### src/rtl/ls_stream_sel_sequencer.sv
// Load/store stream-select sequencer.
// Snapshots per-slot crossbar select configurations on start and presents them
// one slot at a time. It advances on each step handshake and loops over the
// slot list for the requested number of iterations.
// Optional: define MAGE_LS_SEL_PERF_EN to add the stall_cycles_o counter.
module ls_stream_sel_sequencer #(
  parameter int unsigned N_SLOTS  = 4,
  parameter int unsigned N_GROUPS = 4,
  parameter int unsigned N_BANKS  = 2,
  parameter int unsigned L_SEL_W  = 2,
  parameter int unsigned S_SEL_W  = 2,
  parameter int unsigned ITER_W   = 16
) (
  input  logic                                            clk_i,
  input  logic                                            rst_n_i,
  input  logic                                            start_i,
  input  logic                                            abort_i,
  input  logic [$clog2(N_SLOTS+1)-1:0]                    n_slots_i,
  input  logic [ITER_W-1:0]                               n_iter_i,
  input  logic [N_SLOTS*N_GROUPS*N_BANKS*L_SEL_W-1:0]     l_sel_cfg_i,
  input  logic [N_SLOTS*N_GROUPS*N_BANKS*S_SEL_W-1:0]     s_sel_cfg_i,
  input  logic                                            step_i,
  output logic [N_GROUPS-1:0][N_BANKS-1:0][L_SEL_W-1:0]   l_stream_sel_o,
  output logic [N_GROUPS-1:0][N_BANKS-1:0][S_SEL_W-1:0]   s_stream_sel_o,
  output logic                                            sel_valid_o,
  output logic [$clog2(N_SLOTS)-1:0]                      slot_idx_o,
  output logic [ITER_W-1:0]                               iter_idx_o,
  output logic                                            busy_o,
  output logic                                            done_o
`ifdef MAGE_LS_SEL_PERF_EN
  ,
  output logic [31:0]                                     stall_cycles_o
`endif
);

  localparam int unsigned CNT_W  = $clog2(N_SLOTS+1);
  localparam int unsigned SLOT_W = $clog2(N_SLOTS);

  typedef enum logic [1:0] {IDLE, RUN, DONE} state_t;

  // Packed views: element [s][g][b] sits at bit ((s*N_GROUPS+g)*N_BANKS+b)*W.
  typedef logic [N_SLOTS-1:0][N_GROUPS-1:0][N_BANKS-1:0][L_SEL_W-1:0] l_cfg_t;
  typedef logic [N_SLOTS-1:0][N_GROUPS-1:0][N_BANKS-1:0][S_SEL_W-1:0] s_cfg_t;

  state_t              state_q;
  l_cfg_t              l_cfg_in;
  s_cfg_t              s_cfg_in;
  l_cfg_t              l_cfg_q;
  s_cfg_t              s_cfg_q;
  logic [CNT_W-1:0]    n_slots_q;
  logic [ITER_W-1:0]   n_iter_q;
  logic [CNT_W-1:0]    n_slots_eff;
  logic [SLOT_W-1:0]   slot_nxt;
  logic                last_slot;
  logic                last_iter;
  logic                zero_len;

  // Reinterpret the flat config ports and derive the step decisions.
  assign l_cfg_in    = l_sel_cfg_i;
  assign s_cfg_in    = s_sel_cfg_i;
  assign n_slots_eff = (n_slots_i > CNT_W'(N_SLOTS)) ? CNT_W'(N_SLOTS) : n_slots_i;
  assign slot_nxt    = slot_idx_o + SLOT_W'(1);
  assign last_slot   = (CNT_W'(slot_idx_o) == (n_slots_q - CNT_W'(1)));
  assign last_iter   = (iter_idx_o == (n_iter_q - ITER_W'(1)));
  assign zero_len    = (n_slots_i == '0) || (n_iter_i == '0);

  // Sequencer FSM with registered outputs.
  always_ff @(posedge clk_i or negedge rst_n_i) begin
    if (!rst_n_i) begin
      state_q        <= IDLE;
      l_cfg_q        <= '0;
      s_cfg_q        <= '0;
      n_slots_q      <= '0;
      n_iter_q       <= '0;
      l_stream_sel_o <= '0;
      s_stream_sel_o <= '0;
      sel_valid_o    <= 1'b0;
      slot_idx_o     <= '0;
      iter_idx_o     <= '0;
      busy_o         <= 1'b0;
      done_o         <= 1'b0;
    end else if (abort_i) begin
      state_q        <= IDLE;
      l_stream_sel_o <= '0;
      s_stream_sel_o <= '0;
      sel_valid_o    <= 1'b0;
      slot_idx_o     <= '0;
      iter_idx_o     <= '0;
      busy_o         <= 1'b0;
      done_o         <= 1'b0;
    end else begin
      case (state_q)
        IDLE: begin
          done_o <= 1'b0;
          if (start_i) begin
            busy_o <= 1'b1;
            if (zero_len) begin
              state_q <= DONE;
              done_o  <= 1'b1;
            end else begin
              state_q        <= RUN;
              l_cfg_q        <= l_cfg_in;
              s_cfg_q        <= s_cfg_in;
              n_slots_q      <= n_slots_eff;
              n_iter_q       <= n_iter_i;
              slot_idx_o     <= '0;
              iter_idx_o     <= '0;
              l_stream_sel_o <= l_cfg_in[0];
              s_stream_sel_o <= s_cfg_in[0];
              sel_valid_o    <= 1'b1;
            end
          end
        end
        RUN: begin
          if (step_i && sel_valid_o) begin
            if (!last_slot) begin
              slot_idx_o     <= slot_nxt;
              l_stream_sel_o <= l_cfg_q[slot_nxt];
              s_stream_sel_o <= s_cfg_q[slot_nxt];
            end else if (!last_iter) begin
              slot_idx_o     <= '0;
              iter_idx_o     <= iter_idx_o + ITER_W'(1);
              l_stream_sel_o <= l_cfg_q[0];
              s_stream_sel_o <= s_cfg_q[0];
            end else begin
              state_q     <= DONE;
              sel_valid_o <= 1'b0;
              done_o      <= 1'b1;
            end
          end
        end
        DONE: begin
          state_q <= IDLE;
          busy_o  <= 1'b0;
          done_o  <= 1'b0;
        end
        default: begin
          state_q     <= IDLE;
          busy_o      <= 1'b0;
          sel_valid_o <= 1'b0;
          done_o      <= 1'b0;
        end
      endcase
    end
  end

`ifdef MAGE_LS_SEL_PERF_EN
  // Saturating count of RUN cycles without a step; cleared on an accepted start.
  always_ff @(posedge clk_i or negedge rst_n_i) begin
    if (!rst_n_i) begin
      stall_cycles_o <= '0;
    end else if ((state_q == IDLE) && start_i && !abort_i) begin
      stall_cycles_o <= '0;
    end else if ((state_q == RUN) && !step_i && (stall_cycles_o != '1)) begin
      stall_cycles_o <= stall_cycles_o + 32'd1;
    end
  end
`endif

endmodule

### config.mk
export PLATFORM = sky130hd
export DESIGN_NAME = ls_stream_sel_sequencer
export DESIGN_NICKNAME = d
export VERILOG_FILES = /design/src/rtl/ls_stream_sel_sequencer.sv
export SDC_FILE = /design/constraint.sdc
export NUM_CORES = 1
export LEC_CHECK = 0
export ABC_AREA = 1
export CORE_AREA = 2 2 163 165
export DETAILED_ROUTE_END_ITERATION = 8
export DIE_AREA = 0 0 165 167
export DONT_BUFFER_PORTS = 1
export PLACE_DENSITY = 0.53
export SLEW_MARGIN = 20
export SYNTH_ARGS = -nofsm -noshare
export SYNTH_HDL_FRONTEND = slang
export SYNTH_SLANG_ARGS = --single-unit
export TNS_END_PERCENT = 20
### constraint.sdc
create_clock -name clk_i -period 2.3 [get_ports clk_i]
set_input_delay 0.23 -clock clk_i [delete_from_list [all_inputs] [get_ports clk_i]]
set_output_delay 0.23 -clock clk_i [all_outputs]
set_load 0.05 [all_outputs]
; ---- After elaboration in Yosys (flattened, before gate mapping)
; Cells that the tools add are included.
; Widths: inputs -> output; s select.
[classes]
n_addsub = 4
order_cmp = 2
n_eq_ne = 13
mux = 57
n_bitwise = 2
n_reduce_logical = 13
[ops]
columns = op, n
row1 = $mux 16, 20
row2 = $pmux 16 s2, 3
row3 = $bmux 16 s2, 2
row4 = $mux 2, 12
row5 = $ne 3x3->1 const B, 6
row6 = $add 16x1->16 const B, 1
row7 = $eq 16x16->1, 1
row8 = $logic_not 16->1, 1
row9 = $sub 16x1->16 const B, 1
row10 = $mux 1, 14
row11 = $reduce_and 6->1, 2
row12 = $pmux 2 s2, 2
row13 = $reduce_and 4->1, 2
row14 = $reduce_and 5->1, 1
row15 = $ne 2x2->1 const B, 2
row16 = $ne 4x4->1 const B, 1
row17 = $pmux 1 s2, 2
row18 = $eq 2x3->1, 1
row19 = $gt 3x3->1 const B, 1
row20 = $logic_not 3->1, 1
row21 = $lt 2x3->1 const B, 1
row22 = $mux 3, 1
row23 = $pmux 1 s3, 1
row24 = $reduce_and 3->1, 1
row25 = other kinds (10), 11
[word_totals]
ff_bits = 202
inputBits = 152

; ---- Longest topological paths before layout
[depth]
word_depth = 7
ltp_mapped = 18
mapped_depth_nobuf = 17

; ---- Worst setup path after synthesis
; OpenSTA, ideal clock, no wires.
[synth_path]
path_kind = register to register
startpoint = reg slot_idx_o[0]
endpoint = reg sel_valid_o
setup_time_ns = 0.130
arrival_time_ns = 2.006
t_required_ns = 2.170
slack_ns = 0.165
stages_incl_launch_ff = 12
path_cell_list = dfrtp_1 > buf_4 > xor2_1 > nand3_2 > inv_2 > buf_4 > buf_4 > nand3_1 > nand2_1 > nand3_1 > nand2_1 > nand2_1
[synth_between]
elab_chain_cells = 3
[synth_lines]
columns = item, line
row1 = "start, declared", 26  ; output logic [$clog2(N_SLOTS)-1:0] slot_idx_o,
row2 = "start signal, assigned", 117  ; slot_idx_o <= slot_nxt;
row3 = $eq 2x3->1, 63  ; assign last_slot = (CNT_W'(slot_idx_o) == (n_slots_q - CNT_W'(1)));
row4 = $ne 3x3->1 (no line), --
row5 = $reduce_and 6->1 (no line), --
row6 = "end signal, assigned", 77  ; sel_valid_o <= 1'b0;
row7 = "end signal, assigned", 86  ; sel_valid_o <= 1'b0;
row8 = "end signal, assigned", 110  ; sel_valid_o <= 1'b1;
row9 = "end, declared", 25  ; output logic sel_valid_o,
; No other way between the ends.
; A chain may end at the register's enable or synchronous reset.

; ---- Worst setup path in the final report
[layout_path]
startpoint = reg slot_idx_o[0]
endpoint = reg l_stream_sel_o[15] (netlist bit)
[layout_between]
elab_chain_cells = 7
elab_cells_between_ends = 10
[layout_lines]
columns = item, line
row1 = $add 2x1->2, 62  ; assign slot_nxt = slot_idx_o + SLOT_W'(1);
row2 = $bmux 16 s2, 118  ; l_stream_sel_o <= l_cfg_q[slot_nxt];
row3 = $mux 16 (implied by the code), 118
row4 = $mux 16, 116  ; if (!last_slot) begin
row5 = $mux 16, 115  ; if (step_i && sel_valid_o) begin
row6 = $pmux 16 s2, 92  ; case (state_q)
row7 = $mux 16, 82  ; end else if (abort_i) begin
row8 = "end signal, assigned", 108  ; l_stream_sel_o <= l_cfg_in[0];
row9 = "end signal, assigned", 118
row10 = "end signal, assigned", 123  ; l_stream_sel_o <= l_cfg_q[0];
row11 = "end, declared", 23  ; output logic [N_GROUPS-1:0][N_BANKS-1:0][L_SEL_W-1:0] l_stream_sel_o,
; Parallel ways exist; a longest one is shown, timed or not. The select of a mux whose other input is x is not followed.

==> results by group <==
Die
  – Initial Util: 39.56%
  – Ports: 205
  – Core ar.: roughly 26000 µm²
  – Die X: 165 µm
  – Die Height: 167 µm
  – Die area: 27560 µm²
  – FP Rows: 59

Global routing
  – Aggregate global-route resource usage: 24.37%
  – Vias in the first global route: 9680
  – Grt total ovfl: 0
  – Largest net degree at the start of global routing: 203
  – Global-route wire length before repair: 52410 µm
  – Initial antenna violation count: 3

Final layout
  – Most common cell after layout, fill and taps aside: nand2_1
  – Nets: 1655
  – Final Instance Area: 13170 µm²
  – Synth-to-Final Area Change: 29.17%
  – Most frequent cells in the layout: 572 x nand2_1, 202 x dfrtp_1, 148 x dlygate4sd3_1
  – Ratio of cells with drive above 1 in the final layout: 7.662%
  – Fillers: 2505
  – Fin util: approximately 51%

Timing
  – Final Skew: 0.008586 ns
  – Hold WS: -0.5936 ns
  – F_max: 0.4546 GHz
  – Slew Viols, Final: 0
  – Setup total negative slack: 0 ns
  – Hold Fails Final Rpt: 202
  – # setup viols final: 0
  – Min Clock Period, post-route: 2.200 ns
  – Period utilization: between 90% and 100%
  – Worst Tran Pin Value: 0.6529 ns
  – Slew margin rel.: between 50 and 60%

Worst setup path
  – Internal reg-to-reg setup slack: 0.10 ns
  – R2r endpoint: l_stream_sel_o[15]$_DFFE_PN0P_
  – Worst Setup Path Type: flop to flop
  – Crit. End Element: flop
  – Worst Reg-to-Reg Cells: 8
  – CP Launch Type: flop
  – Worst r2r src: slot_idx_o[0]$_DFFE_PN0P_
  – Max FO, Critical Path: 15
  – Worst EP required: 2.77 ns
  – Crit path DAT: 2.67 ns

Synthesis
  – Sequential element share of the synthesized area: approximately 50%
  – Synth cell types: 35
  – Yosys reg bits: 202
  – Synth Warn #: 0
  – Post-synthesis average cell area: about 7.6 µm²
  – Post-synth net total: 1499
  – Syn Std Cell Area: 10190 µm²
  – Cells after synthesis: 1344

Clock tree
  – CTS Hold Bufs: 149
  – Root Driver: clkbuf_16
  – H-Tree Depth: 1
  – Max clock buf depth: 3
  – # clock sinks: 202
  – Clk_lat worst skew: 0.53 ns
  – CTS Buf Count: 24
  – Reg clk slew, reported paths: 0.06 ns
  – CTS tree: done

Power
  – Cell area power density: approximately 1300 nW/µm²
  – Maximum VDD drop: roughly 0.00057 V
  – Pwr Total: around 17000 µW
  – Leakage: approximately 0.0065 µW

Placed design
  – Dpl cell area: 10760 µm²
  – Post-DP HPWL: 22530 µm
  – RD Place Congestion: 0.9175
  – Port Buffer Count: 0

Routing
  – DR iter-0 viols: 730
  – Met3 Wirelength: between 1500 and 2000 µm
  – Wirelength per Cell: 18.23 µm
  – Drt drc: 0
  – WL final: 33770 µm
  – Final ANT Viol Nets: 0
  – Via count: 9479
  – DRT Pass-1 Iters: 5
  – WL met2: 17420 µm
  – DR top layer: met4
  – Drt via density: 5.118
  – Metal-1 WL: 13610 µm

Run
  – Max Cap Viol: 0

Outcome
  – Status: finished, violations left
  – Failing checks: hold timing

Hold path
  – HP Class: input port to async pin
[worst max-delay path: stages, from the launching register on]
cell	delay, ns
dfrtp_1	0.58
inv_1	0.13
nand2_1	0.18
inv_1	0.28
a22oi_1	0.47
o22ai_1	0.16
a21oi_1	0.16
nand3_1	0.09
nand2_1	0.08
[worst max-delay path by stage]
stage | startpoint | end | slack, ns | depth (start not counted)
6_report | slot_idx_o[0]$_DFFE_PN0P_ | l_stream_sel_o[15]$_DFFE_PN0P_ | 0.10 | 8
5_1_grt | n_iter_q[0]$_DFFE_PN0P_ | s_stream_sel_o[11]$_DFFE_PN0P_ | -0.006 | 17
2_1_floorplan | slot_idx_o[0]$_DFFE_PN0P_ | sel_valid_o$_DFFE_PN0P_ | 0.16 | 11
3_5_place_dp | slot_idx_o[1]$_DFFE_PN0P_ | l_stream_sel_o[13]$_DFFE_PN0P_ | 0.09 | 8
3_3_place_gp | n_iter_q[0]$_DFFE_PN0P_ | l_stream_sel_o[14]$_DFFE_PN0P_ | 0.11 | 12
4_1_cts | slot_idx_o[1]$_DFFE_PN0P_ | l_stream_sel_o[13]$_DFFE_PN0P_ | 0.07 | 8
[repair_timing]
| action | CTS | global route |
|---|---|---|
| hold endpoints to repair | 365 | 202 |
| setup endpoints to repair | 0 | 104 |
| gates resized for setup | 0 | 12 |
| setup buffers | 0 | 2 |
[per-layer routing]
metal  global-route usage, %  vias to the layer above
met2                   44.17                      274
met5                       0                        -
met4                   7.372                        0
met1                   29.31                     4500
li1                        -                     4642
met3                   4.010                       63
[final cells by class]
| cell class | instances | area [µm²] | area share [%] |
|---|---|---|---|
| Inverter | 84 | 316.6 | 2.404 |
| Tap cell | 335 | 419.2 | 3.184 |
| Timing Repair Buffer | 204 | 2083 | 15.82 |
| Clock inverter | 5 | 63.81 | 0.4847 |
| Antenna cell | 3 | 7.507 | 0.05702 |
| Sequential cell | 202 | 5055 | 38.40 |
| Clock buffer | 35 | 701.9 | 5.332 |
| Multi-Input combinational cell | 984 | 4518 | 34.32 |
[metrics by stage]
stage / std cells / setup WS [ns]
3_5_place_dp: 1656 / 0.08918
4_1_cts: 1845 / 0.06571
6_report: 1852 / 0.1001
2_1_floorplan: 1344 / 0.1645
5_1_grt: 1852 / -0.006217
3_3_place_gp: 1656 / 0.1099
[flip-flops by register name (all words and copies together), names as in the netlist]
| name | flops |
|---|---|
| done_o | 1 |
| l_cfg_q | 64 |
| busy_o | 1 |
| s_cfg_q | 64 |
| slot_idx_o | 2 |
| n_slots_q | 3 |
| l_stream_sel_o | 16 |
| n_iter_q | 16 |
| state_q | 2 |
| iter_idx_o | 16 |
| sel_valid_o | 1 |
| s_stream_sel_o | 16 |
[synthesized netlist by cell type]
cell type	instances	area, µm²
a21oi_1	46	230.2
clkbuf_1	35	131.4
o22ai_1	52	325.3
nand4_4	1	21.27
nor2_2	5	31.28
nor3_1	15	75.07
inv_1	80	300.3
and2_1	1	6.260
dfrtp_1	202	5055
o21ai_0	77	385.4
buf_1	5	18.77
nor4_1	7	43.79
xnor2_1	7	61.31
a2111oi_0	1	8.760
nor2_1	69	259.0
nor2_4	2	22.52
inv_2	4	15.01
nand3_1	72	360.4
o21ai_1	3	15.01
buf_4	5	37.54
buf_6	4	45.04
nand2_2	1	6.260
o21a_1	1	7.510
a21oi_4	2	32.53
o211ai_1	13	97.59
a22oi_1	6	45.04
nand4_1	5	31.28
nand2_4	2	22.52
nand3_4	1	17.52
ha_1	3	37.54
buf_2	25	125.1
nand2_1	572	2147
nand3b_1	3	22.52
xor2_1	15	131.4
nand3_2	2	20.02
[power by group]
group	total (µW)	switching (µW)	internal, µW
logic	6820	4230	2580
registers	6870	1780	5090
clock network	3740	1530	2210
total	17400	7540	9880
[cells by family after synthesis]
group	after synthesis	share of synthesized area, %
and+or+nand+nor	758	30.28
DFF	202	49.59
AOI/OAI and AO/OA	201	11.26
buffers and inverters	158	6.605
xor gates and xnor gates	22	1.891
adders and majority gates	3	0.3683
No activity file was read; power rests on OpenSTA's default activity.
